File: config.mk
export PLATFORM = sky130hd
export DESIGN_NAME = key_event_sched
export DESIGN_NICKNAME = d
export VERILOG_FILES = /design/src/rtl/key_event_sched.sv
export SDC_FILE = /design/constraint.sdc
export NUM_CORES = 1
export LEC_CHECK = 0
export BUFFER_PORTS_ARGS = -buffer_cell sky130_fd_sc_hd__buf_2
export CAP_MARGIN = 20
export CORE_MARGIN = 2
export CORE_UTILIZATION = 64
export CTS_CLUSTER_SIZE = 16
export DETAILED_ROUTE_END_ITERATION = 10
export GPL_TIMING_DRIVEN = 1
export PLACE_DENSITY = 0.83
export SLEW_MARGIN = 20
export SYNTH_ARGS = -nofsm -noshare
export SYNTH_HDL_FRONTEND = slang
export SYNTH_SLANG_ARGS = --single-unit
File: constraint.sdc
create_clock -name clk -period 6.58 [get_ports clk]
set_input_delay 1.316 -clock clk [delete_from_list [all_inputs] [get_ports clk]]
set_output_delay 1.316 -clock clk [all_outputs]
set_load 0.02 [all_outputs]
File: src/rtl/key_event_sched.sv
// key_event_sched: round-robin four-key event scheduler driving a one-hot mode FSM and LED pattern; define KEY_SCHED_DROP_CNT_EN to add the drop_cnt output
module key_event_sched #(
  parameter int BLINK_DIV = 25000000,
  parameter int BLINK_W   = 25
) (
  input  logic       clk,
  input  logic       rst,
  input  logic [3:0] key_flag,
  output logic [3:0] grant,
  output logic [3:0] state_o,
  output logic       hold_o,
  output logic [7:0] led
`ifdef KEY_SCHED_DROP_CNT_EN
  ,output logic [7:0] drop_cnt
`endif
);
  typedef enum logic [3:0] {IDLE = 4'b0001, ONE = 4'b0010, TWO = 4'b0100, THREE = 4'b1000} state_t;
  state_t state, state_nxt;
  logic [3:0] pending, gnt_nxt;
  logic [1:0] rr_ptr, ptr_nxt, idx;
  logic hold, hold_nxt, blink;
  logic [BLINK_W-1:0] blink_cnt;
  always_comb begin
    gnt_nxt = '0;
    ptr_nxt = rr_ptr;
    idx = '0;
    for (int k = 4; k >= 1; k--) begin
      idx = rr_ptr + 2'(k);
      if (pending[idx]) begin
        gnt_nxt = 4'b0001 << idx;
        ptr_nxt = idx;
      end
    end
  end
  always_ff @(posedge clk) begin
    if (rst) begin
      pending <= '0;
      rr_ptr <= 2'd3;
      grant <= '0;
    end else begin
      pending <= (pending & ~gnt_nxt) | key_flag;
      rr_ptr <= ptr_nxt;
      grant <= gnt_nxt;
    end
  end
  // one-hot encoding makes NEXT/PREV plain rotations
  always_comb begin
    state_nxt = state;
    hold_nxt = hold;
    if (grant[3]) hold_nxt = ~hold;
    else if (!hold) begin
      if (grant[0]) state_nxt = state_t'({state[2:0], state[3]});
      else if (grant[1]) state_nxt = state_t'({state[0], state[3:1]});
      else if (grant[2]) state_nxt = IDLE;
    end
    if (!$onehot(state)) state_nxt = IDLE;
  end
  always_ff @(posedge clk) begin
    if (rst) begin
      state <= IDLE;
      hold <= 1'b0;
      led <= '0;
    end else begin
      state <= state_nxt;
      hold <= hold_nxt;
      led <= {hold & blink, 4'b0, state == THREE, state == TWO, state == ONE};
    end
  end
  always_ff @(posedge clk) begin
    if (rst || !hold) begin
      blink_cnt <= '0;
      blink <= 1'b0;
    end else if (blink_cnt == BLINK_W'(BLINK_DIV - 1)) begin
      blink_cnt <= '0;
      blink <= ~blink;
    end else blink_cnt <= blink_cnt + 1'b1;
  end
  assign state_o = state;
  assign hold_o = hold;
`ifdef KEY_SCHED_DROP_CNT_EN
  logic [3:0] drop;
  logic [8:0] drop_sum;
  assign drop = key_flag & pending & ~gnt_nxt;
  assign drop_sum = {1'b0, drop_cnt} + 9'(drop[0]) + 9'(drop[1]) + 9'(drop[2]) + 9'(drop[3]);
  always_ff @(posedge clk) begin
    if (rst) drop_cnt <= '0;
    else drop_cnt <= drop_sum[8] ? 8'hFF : drop_sum[7:0];
  end
`endif
endmodule

* Word-level counts from Yosys, hierarchy flattened
Cells that the tools add are included.
Storage, ports and cells: latch bits 0, register bits after elaboration 49, input port bits 6, bits in read-only memories 0, memories 0, bits in writable memories 0, word-level logic and storage cells 62
Cells by class: multipliers 0, eq/ne operators 5, shifts and indexed selects 4, muxes and demuxes 18, div/mod/pow operators 0, order comparisons 4, bitwise operators 8, reduce and logical (&&, ||, !) cells 7, $add $sub $neg 7
Operators by type and width (number):
- $mux W4 | 7
- $add A25 B1 Y25 const B | 1
- $eq A25 B25 Y1 const B | 1
- $shl A1 B2 Y4 const A | 4
- $lt A2 B3 Y1 const B | 4
- $bmux W1 S2 | 4
- $mux W2 | 3
- $reduce_bool A3 Y1 | 2
- $add A1 B1 Y2 | 2
- $add A2 B2 Y2 const B | 2
- $and A4 B4 Y4 | 1
- $eq A4 B2 Y1 const B | 1
- $eq A4 B3 Y1 const B | 1
- $eq A4 B4 Y1 const B | 1
- $mux W1 | 4
- $not A1 Y1 | 4
- $not A4 Y4 | 1
- $or A4 B4 Y4 | 1
- $reduce_or A2 Y1 | 2
- $add A2 B2 Y3 | 1
- $eq A3 B1 Y1 const B | 1
- $reduce_and A3 Y1 | 1
- $add A2 B1 Y2 const B | 1
- $and A1 B1 Y1 | 1
- other kinds (2) | 2

* Depth between registers and ports, before layout
Gate-level depths: netlist of run 1.
depth in word-level cells 9, gate-level depth with buffers 9, depth with buffers taken out 7

* Worst setup path after synthesis of run 1
No wires, ideal clock.
path type register to register, start point register state[0] (netlist: state_o[0]), end point register state[0] (netlist: state_o[0]), arrival time 2498 ps, path buffers 0, path slack 3962 ps, stages on the path, launching flop included 8, data required time 6460 ps, cells stage by stage dfxtp_1 inv_1 fa_1 inv_1 ha_1 ha_1 or4b_2 a211o_1
On the way: word-level cells in the longest chain between the ends 5
Ends and longest elaborated chain:
- start, declared | RTL line 18 | state_t state, state_nxt;
- start signal, assigned | RTL line 64 | state <= state_nxt;
- $add A1 B1 Y2 (not written as such) | RTL line 56 | if (!$onehot(state)) state_nxt = IDLE;
- $add A2 B2 Y3 (not written as such) | RTL line 56
- $eq A3 B1 Y1 | RTL line 56
- $not A1 Y1 (no line)
- $reduce_or A2 Y1 (no line)
Every way passes these cells. A chain may end at the register's enable or synchronous reset.

* Worst setup path in the final report of run 1
start point register rr_ptr[0], end point register pending[1]
On the way: word-level cells in the longest chain between the ends 9, elaborated cells between the ends (all ways) 22
Ends and longest elaborated chain:
- start, declared | RTL line 20 | logic [1:0] rr_ptr, ptr_nxt, idx;
- start signal, assigned | RTL line 42 | rr_ptr <= ptr_nxt;
- $add A2 B2 Y2 / $bmux W1 S2 (equally long branches) | RTL line 28, 29
- $bmux W1 S2 / $mux W1 (equally long branches) | RTL line 29 | if (pending[idx]) begin
- $mux W1 (not written as such) / $mux W4 (equally long branches) | RTL line 29
- $mux W4 (2 in series) | RTL line 29
- $mux W4 * | RTL line 29
- $not A4 Y4 * | RTL line 41 | pending <= (pending & ~gnt_nxt) | key_flag;
- $and A4 B4 Y4 * | RTL line 41
- $or A4 B4 Y4 * | RTL line 41
- end signal, assigned | RTL line 41
- end, declared | RTL line 19 | logic [3:0] pending, gnt_nxt;
Mark *: on every way between the ends. The rest lies on a longest branch, timed or not. The select of a mux whose other input is x is not followed.

==> impl_metrics.json, run 1 <==
{
  "layout_common_cells": "dfxtp_1, nor2_1, nand2_1",
  "p_total_mw": 1.02,
  "final_cells": 350,
  "end_kind": "flop",
  "synth_seq_area_share": 0.353,
  "status": "complete, no violations",
  "htreeDepth": 2,
  "nets": 319,
  "path_class": "reg2reg",
  "syn-cell-area_mm2": 0.00255,
  "numPortBuffers": 18,
  "remaining_drc_errors": 0,
  "hold_violations": 0,
  "grt_overflow": 0,
  "cts_sinks": 45,
  "core_area_mm2": 0.00374,
  "drtPass1Iterations": 4,
  "fillers": 287,
  "synth_edf_count": 0,
  "worst_ep_required_time_ns": 6.81,
  "wl_per_cell_um": 13.4,
  "layout_commonest_cell": "dfxtp_1",
  "antenna_cells": 0,
  "via_count": 1992,
  "detail-route-antenna-nets": 0,
  "tns_ns": 0,
  "power_leakage_nw": 1.05,
  "vias_per_cell": 5.69,
  "fin_crit_ns": 2.77,
  "clk_pin_slew_worst_paths_ns": 0.08,
  "die_y_um": 67.1,
  "r2r_setup_slack_ns": 3.81,
  "grt_usage": 0.234,
  "fp.dieArea_mm2": 0.00450,
  "dpl-instance-area_mm2": 0.00261,
  "finalHoldWorstSlack_ns": 0.459,
  "min_path_cells": 2,
  "ys.flop_type": "dfxtp_1",
  "place.gp.congestion": 1.03,
  "rsz0062_at_grt": "false",
  "antenna_found_initial": 0,
  "drv_cap": 0,
  "cts_buffers": 5,
  "syn-mean-instance-area_um2": 8.82,
  "finish.instance_area_mm2": 0.00275,
  "clock.fmax_mhz": 361,
  "drive_gt1_frac": 0.162,
  "ios": 23,
  "postRouteWirelength_mm": 4.71,
  "async_flop_share": 0,
  "grt_max_degree": 25,
  "reg2reg_depth": 7,
  "dp.cells": 342,
  "cts_resized": 0,
  "postCtsSetupBuffers": 0,
  "yosys_warnings": 0,
  "fin_crit_sh": 0.421,
  "grt_pass1_vias": 1809,
  "finalSetupViolations": 0,
  "hpwlAfterDp_mm": 3.37,
  "startpoint_type": "flop",
  "start_util": 0.681,
  "drv_slew": 0,
  "fin_worst_skew_ns": 0.00882,
  "powerDensity_mw_per_mm2": 372,
  "syn2layout_area_growth_pct": 7.81,
  "root_buffer": "clkbuf_8",
  "clk_latency_ns": 0.30,
  "clock_path_buffers": 2,
  "cts_tree": "built",
  "grt_pass1_wl_mm": 8.00,
  "ctsHoldBuffers": 0,
  "slew_headroom": 0.460,
  "synth_cell_type_count": 52,
  "die_x_um": 67.1,
  "peakVddDrop_mv": 0.230,
  "hp-class": "reg2reg",
  "arrival_ns": 3.00,
  "syn_inst": 289,
  "rows": 22,
  "worst_pin_slew_ns": 0.810,
  "first_iter_violations": 112,
  "crit_fanout": 19,
  "synth_seq_cells": 45
}
[synthesized netlist by cell type (4+ instances only)]
library cell	number	area share
xor2_1	12	0.041
buf_4	7	0.021
a211oi_1	4	0.012
nor2_1	42	0.062
xnor2_1	14	0.048
nand2_1	27	0.040
nand4_1	4	0.0098
ha_1	11	0.054
o22ai_1	6	0.015
nand2b_1	8	0.020
clkbuf_1	6	0.0088
o211ai_1	4	0.012
inv_1	15	0.022
dfxtp_1	45	0.35
nor4b_1	4	0.014
o21ai_0	4	0.0079
a21oi_1	8	0.016
nand3_1	9	0.018
[where the power goes]
| part | total, mW | internal, mW | leakage [nW] | switching [mW] |
|---|---|---|---|---|
| Combinational | 0.414 | 0.177 | 0.615 | 0.237 |
| Sequential | 0.364 | 0.305 | 0.365 | 0.0586 |
| Clock | 0.243 | 0.151 | 0.0681 | 0.0921 |
| Total | 1.02 | 0.633 | 1.05 | 0.388 |
[metrics by stage]
step | util | setup WS [ns]
floorplan | - | 3.96
global placement | 0.698 | 3.84
detailed placement | 0.698 | 3.80
CTS | 0.734 | 3.82
global route | 0.734 | 3.55
finish | 0.734 | 3.81
[logic make-up (layout without fill, tap and decap cells)]
logic type                 after synthesis  count (layout)  synth area share
other                                    1               4           0.00147
DFF                                     45              45             0.353
and+or+nand+nor                        124             124             0.268
xor gates and xnor gates                26              26            0.0893
adders and majority gates               12              12            0.0619
muxes                                   10              10            0.0501
buffers and inverters                   32              42            0.0614
AOI/OAI and AO/OA                       39              39             0.115
[state kept, by name, indices dropped and copies added, names as in the netlist]
signal,count
blink_cnt,25
grant,4
led,4
pending,4
state_o,4
rr_ptr,2
blink,1
hold_o,1
[final timing paths]
kind,startpoint,endpoint
setup / recovery,rr_ptr[0]$_SDFFE_PP1P_,pending[1]$_SDFF_PP0_
hold / removal,blink$_SDFFE_PP0N_,led[7]$_SDFF_PP0_
setup reg to reg,rr_ptr[0]$_SDFFE_PP1P_,pending[1]$_SDFF_PP0_
hold reg to reg,blink$_SDFFE_PP0N_,led[7]$_SDFF_PP0_
[worst max-delay path: stages (launching register included)]
cell	delay (ns)
dfxtp_1	0.76
inv_1	0.22
ha_1	0.44
mux2i_1	0.22
mux2_2	0.37
a2111oi_2	0.39
o211ai_1	0.15
a21oi_1	0.15
[layout make-up]
| cell class | instances | area [µm²] | share of cell area |
|---|---|---|---|
| Inverter | 16 | 60.1 | 0.0219 |
| Timing Repair Buffer | 18 | 90.1 | 0.0328 |
| Clock buffer | 5 | 68.8 | 0.0250 |
| Clock inverter | 3 | 65.1 | 0.0237 |
| Sequential cell | 45 | 901 | 0.328 |
| Multi-Input combinational cell | 215 | 1500 | 0.547 |
| Tap cell | 48 | 60.1 | 0.0219 |
[routing by layer]
metal / track usage / share of wire / vias to the layer above
met5: 0 / 0 / -
met2: 0.377 / 0.46 / 48
met1: 0.296 / 0.47 / 929
met3: 0.0777 / 0.064 / 7
li1: - / - / 1008
met4: 0.0714 / 0.011 / 0
Power figures use the tool's default switching activity.
==> run 2: changes to the inputs <==
--- a/config.mk
+++ b/config.mk
@@ -8,11 +8,11 @@
 export BUFFER_PORTS_ARGS = -buffer_cell sky130_fd_sc_hd__buf_2
 export CAP_MARGIN = 20
 export CORE_MARGIN = 2
-export CORE_UTILIZATION = 64
+export CORE_UTILIZATION = 53
 export CTS_CLUSTER_SIZE = 16
 export DETAILED_ROUTE_END_ITERATION = 10
 export GPL_TIMING_DRIVEN = 1
-export PLACE_DENSITY = 0.83
+export PLACE_DENSITY = 0.73
 export SLEW_MARGIN = 20
 export SYNTH_ARGS = -nofsm -noshare
 export SYNTH_HDL_FRONTEND = slang
==> constraint.sdc (replaced) <==
create_clock -name clk -period 2.5 [get_ports clk]
set_input_delay 0.5 -clock clk [delete_from_list [all_inputs] [get_ports clk]]
set_output_delay 0.5 -clock clk [all_outputs]
set_load 0.02 [all_outputs]
==> run 2 against run 1 <==
Combinational power rose to 2.9 times the previous value. Clock skew down 0.0017 ns. Hold slack worse by 0.032 ns. Total power rose to 2.7 times the previous value. Fmax up 17%. Count of clock-buffer cells in the layout up 1. Register-to-register slack worse by 3.7 ns. Critical path type unchanged. Critical endpoint is now state_o[0]$_SDFFE_PP1P_. Largest power group unchanged.
==> impl_metrics.json, run 2 (synthesis results as in run 1) <==
{
  "finalSetupViolations": 0,
  "clk_pin_slew_worst_paths_ns": 0.08,
  "detail-route-antenna-nets": 0,
  "drv_slew": 0,
  "drv_cap": 0,
  "hpwlAfterDp_mm": 3.36,
  "ios": 23,
  "status": "complete, no violations",
  "end_kind": "flop",
  "holdPathEnd": "pending[2]$_SDFF_PP0_",
  "start_util": 0.543,
  "first_iter_violations": 104,
  "p_int_mw": 1.69,
  "powerDensity_mw_per_mm2": 971,
  "cts_tree": "built",
  "antenna_cells": 0,
  "fin_worst_skew_ns": 0.00714,
  "core_area_mm2": 0.00469,
  "startpoint_type": "flop",
  "fp.dieArea_mm2": 0.00538,
  "rsz0062_at_grt": "false",
  "timing.rr.end": "state_o[0]$_SDFFE_PP1P_",
  "p_total_mw": 2.72,
  "die_x_um": 73.3,
  "hp-class": "in2reg",
  "peakVddDrop_mv": 0.503,
  "die_y_um": 73.3,
  "fin_crit_sh": 0.947,
  "syn2layout_area_growth_pct": 10.1,
  "drtPass1Iterations": 4,
  "vias_per_cell": 5.36,
  "numPortBuffers": 18,
  "cts_buffers": 5,
  "slew_headroom": 0.633,
  "finalHoldWorstSlack_ns": 0.427,
  "cts_resized": 1,
  "p_comb_frac": 0.447,
  "rows": 25,
  "layout_common_cells": "nor2_1, dfxtp_1, nand2_1",
  "p_sw_mw": 1.03,
  "place.gp.congestion": 0.849,
  "grt_pass1_vias": 1760,
  "path_class": "reg2reg",
  "remaining_drc_errors": 0,
  "clkPwrFrac": 0.221,
  "nets": 325,
  "crit_fanout": 5,
  "tns_ns": 0,
  "p_seq_frac": 0.333,
  "via_count": 1940,
  "hold_violations": 0,
  "hp-start": "key_flag[2]",
  "postCtsSetupBuffers": 0,
  "fin_util": 0.598,
  "worst_pin_slew_ns": 0.545,
  "fin_crit_ns": 2.37,
  "postRouteWirelength_mm": 4.58,
  "drive_gt1_frac": 0.188,
  "grt_pass1_wl_mm": 8.04,
  "clock.fmax_mhz": 422,
  "clk_latency_ns": 0.29,
  "antenna_found_initial": 0,
  "clock_path_buffers": 2,
  "grt_overflow": 0,
  "ctsHoldBuffers": 0,
  "final_cells": 362,
  "grt_max_degree": 25,
  "power_leakage_nw": 1.08,
  "largest_reg_flops": 25,
  "cts_sinks": 45,
  "top_register": "blink_cnt",
  "worst_ep_required_time_ns": 2.69,
  "wl_per_cell_um": 12.7,
  "switching_share": 0.380,
  "arrival_ns": 2.56,
  "r2r_setup_slack_ns": 0.13,
  "dp.cells": 354,
  "r2r-start": "state_o[0]$_SDFFE_PP1P_",
  "reg2reg_depth": 7,
  "root_buffer": "clkbuf_8",
  "htreeDepth": 2,
  "min_path_cells": 3,
  "grt_usage": 0.187
}
==> run 2: cell count changes in the layout (fill, tap and decap cells not counted), sizes merged <==
cell    delta
bufinv     -1
buf        +6
clkbuf     +1
==> run 2: worst max-delay path by stage <==
stage                            startpoint                       to
floorplan           state_o[1]$_SDFFE_PP0P_  state_o[0]$_SDFFE_PP1P_
global placement    state_o[0]$_SDFFE_PP1P_  state_o[0]$_SDFFE_PP1P_
detailed placement  state_o[0]$_SDFFE_PP1P_  state_o[0]$_SDFFE_PP1P_
CTS                 state_o[0]$_SDFFE_PP1P_  state_o[0]$_SDFFE_PP1P_
global route        state_o[0]$_SDFFE_PP1P_  state_o[0]$_SDFFE_PP1P_
finish              state_o[0]$_SDFFE_PP1P_  state_o[0]$_SDFFE_PP1P_
==> run 2: metal layers <==
layer,vias up,global-route usage,part of all wire,wire length (µm)
li1,1017,-,-,-
met1,885,0.255,0.48,2200
met2,33,0.293,0.47,2160
met3,5,0.0329,0.032,147
met4,0,0.0768,0.014,65
met5,-,0,0,0
==> run 2: final cells by class <==
class | instances | area, µm²
Fill cell | 424 | 1890
Sequential cell | 45 | 907
Clock inverter | 2 | 35.0
Tap cell | 54 | 67.6
Multi-Input combinational cell | 215 | 1510
Clock buffer | 6 | 93.8
Inverter | 16 | 60.1
Timing Repair Buffer | 24 | 135
==> run 2: power by group through the flow <==
| stage | Sequential [mW] | Clock [mW] | Combinational [mW] |
|---|---|---|---|
| 2_1_floorplan | 0.979 | 0 | 0.896 |
| 3_3_place_gp | 0.919 | 0 | 1.17 |
| 5_1_grt | 0.921 | 0.647 | 1.35 |
| 6_report | 0.906 | 0.602 | 1.22 |
| 4_1_cts | 0.906 | 0.618 | 1.21 |
| 3_5_place_dp | 0.922 | 0 | 1.20 |
==> run 2: metrics by stage <==
step           cell area (µm²)  setup WS, ns
2_1_floorplan             2570        0.0340
3_3_place_gp              2670        0.0348
3_5_place_dp              2670       -0.0109
4_1_cts                   2810         0.143
5_1_grt                   2810        0.0465
6_report                  2810         0.132
==> run 2: worst max-delay path, stage by stage (launching register included) <==
cell	delay, ns
dfxtp_4	0.37
inv_1	0.08
fa_1	0.54
inv_1	0.04
ha_1	0.17
ha_1	0.28
or4b_4	0.55
a211o_1	0.23
==> run 3: changes to the inputs <==
--- a/config.mk
+++ b/config.mk
@@ -5,12 +5,13 @@
 export SDC_FILE = /design/constraint.sdc
 export NUM_CORES = 1
 export LEC_CHECK = 0
+export ABC_CLOCK_PERIOD_IN_PS = 2500
 export BUFFER_PORTS_ARGS = -buffer_cell sky130_fd_sc_hd__buf_2
 export CAP_MARGIN = 20
-export CORE_MARGIN = 2
 export CORE_UTILIZATION = 53
 export CTS_CLUSTER_SIZE = 16
 export DETAILED_ROUTE_END_ITERATION = 10
+export GPL_ROUTABILITY_DRIVEN = 0
 export GPL_TIMING_DRIVEN = 1
 export PLACE_DENSITY = 0.73
 export SLEW_MARGIN = 20
==> run 3 against run 2 <==
The run now ends with DRC left. Global-route usage grew 0.70 points. Critical path depth unchanged. Wire length decreased by 1.8%. Clock skew is 0.0019 ns higher.
==> impl_metrics.json, run 3 (synthesis results as in run 1) <==
{
  "status": "complete, but fails checks",
  "violations": "DRC",
  "p_int_mw": 1.63,
  "top_register": "blink_cnt",
  "fin_crit_ns": 2.35,
  "finalSetupViolations": 0,
  "multi_input_area_mm2": 0.00151,
  "p_total_mw": 2.66,
  "hpwlAfterDp_mm": 3.31,
  "die_y_um": 71.3,
  "startpoint_type": "flop",
  "drv_cap": 0,
  "dpl-instance-area_mm2": 0.00267,
  "drive_gt1_frac": 0.185,
  "htreeDepth": 2,
  "drtPass1Iterations": 7,
  "start_util": 0.570,
  "worst_pin_slew_ns": 0.582,
  "clock.fmax_mhz": 425,
  "powerDensity_mw_per_mm2": 955,
  "die_x_um": 71.3,
  "final_cells": 360,
  "p_sw_mw": 1.03,
  "fin_worst_skew_ns": 0.00901,
  "crit_fanout": 5,
  "grt_usage": 0.194,
  "clk_latency_ns": 0.30,
  "arrival_ns": 2.55,
  "clock_path_buffers": 2,
  "seqCellArea_um2": 907,
  "peakVddDrop_mv": 0.516,
  "fin_util": 0.622,
  "finish.instance_area_mm2": 0.00279,
  "postCtsSetupBuffers": 0,
  "slew_headroom": 0.608,
  "first_iter_violations": 98,
  "p_seq_frac": 0.339,
  "antenna_cells": 0,
  "numPortBuffers": 18,
  "fin_ws_ns": 0.149,
  "nets": 325,
  "remaining_drc_errors": 4,
  "core_area_mm2": 0.00447,
  "rows": 24,
  "root_buffer": "clkbuf_8",
  "grt_overflow": 0,
  "grt_max_degree": 25,
  "end_kind": "flop",
  "antenna_found_initial": 0,
  "vias_per_cell": 5.40,
  "clkPwrFrac": 0.206,
  "largest_reg_flops": 25,
  "cts_tree": "built",
  "postRouteWirelength_mm": 4.50,
  "rsz0062_at_grt": "false",
  "power_leakage_nw": 1.07,
  "cp_slowest_stage_delay_ns": 0.55,
  "path_cells": "inv_1 -> fa_1 -> inv_1 -> ha_1 -> ha_1 -> or4b_4 -> a211o_1",
  "syn2layout_area_growth_pct": 9.28,
  "cts_buffers": 5,
  "dp.cells": 352,
  "ios": 23,
  "wl_per_cell_um": 12.5,
  "clk_pin_slew_worst_paths_ns": 0.09,
  "detail-route-antenna-nets": 0,
  "grt_pass1_wl_mm": 7.80,
  "path_class": "reg2reg",
  "cts_sinks": 45,
  "fin_crit_sh": 0.941,
  "grt_pass1_vias": 1728,
  "hold_violations": 0,
  "finalHoldWorstSlack_ns": 0.427,
  "place_ws_ns": -0.0186,
  "worst_ep_required_time_ns": 2.70,
  "fp.dieArea_mm2": 0.00509,
  "switching_share": 0.387,
  "via_count": 1945,
  "hp-class": "in2reg",
  "tns_ns": 0,
  "layout_common_cells": "nor2_1, dfxtp_1, nand2_1",
  "critPathSlowestCell": "or4b_4",
  "drv_slew": 0,
  "fillers": 405,
  "p_comb_frac": 0.454
}
## run 3: area by class of cell
class                      count  area share
clock buffer                   6      0.0261
clock inverter                 2      0.0139
inverter                      16      0.0216
multi-input combinational    215       0.541
sequential                    45       0.326
tap                           52      0.0234
timing repair buffer          24      0.0485
## run 3: path summary, 6_finish.rpt
| path | start | to | slack (ns) | depth (start not counted) |
|---|---|---|---|---|
| max | state_o[0]$_SDFFE_PP1P_ | state_o[0]$_SDFFE_PP1P_ | 0.15 | 7 |
| min | key_flag[0] | pending[0]$_SDFF_PP0_ | 0.43 | 3 |
| max reg2reg | state_o[0]$_SDFFE_PP1P_ | state_o[0]$_SDFFE_PP1P_ | 0.15 | 7 |
| min reg2reg | blink$_SDFFE_PP0N_ | led[7]$_SDFF_PP0_ | 0.46 | 2 |
## run 3: worst max-delay path, delay by kind of cell, from the launching register on
family / cells / cell delay, ns
compound gates: 1 / 0.24
fa+ha+maj: 3 / 0.97
buf+inv: 2 / 0.12
flops: 1 / 0.37
simple gates: 1 / 0.55
## run 3: power groups by stage
stage          clock, mW  sequential (mW)  combinational, mW
2_1_floorplan          0            0.979              0.896
3_3_place_gp           0            0.917               1.17
3_5_place_dp           0            0.920               1.19
4_1_cts            0.562            0.903               1.21
5_1_grt            0.593            0.916               1.34
6_report           0.549            0.902               1.21
## run 3: routing by layer
metal	share of wire	track usage	vias up	wire length, µm
li1	-	-	1019	-
met1	0.48	0.254	876	2180
met2	0.46	0.315	48	2080
met3	0.047	0.0506	2	213
met4	0.0067	0.0600	0	30
met5	0	0	-	0
## run 3: repair_timing
action	in CTS	in global routing
hold buffers	0	0
endpoints found under the setup margin	1	0
gates resized for setup	1	0
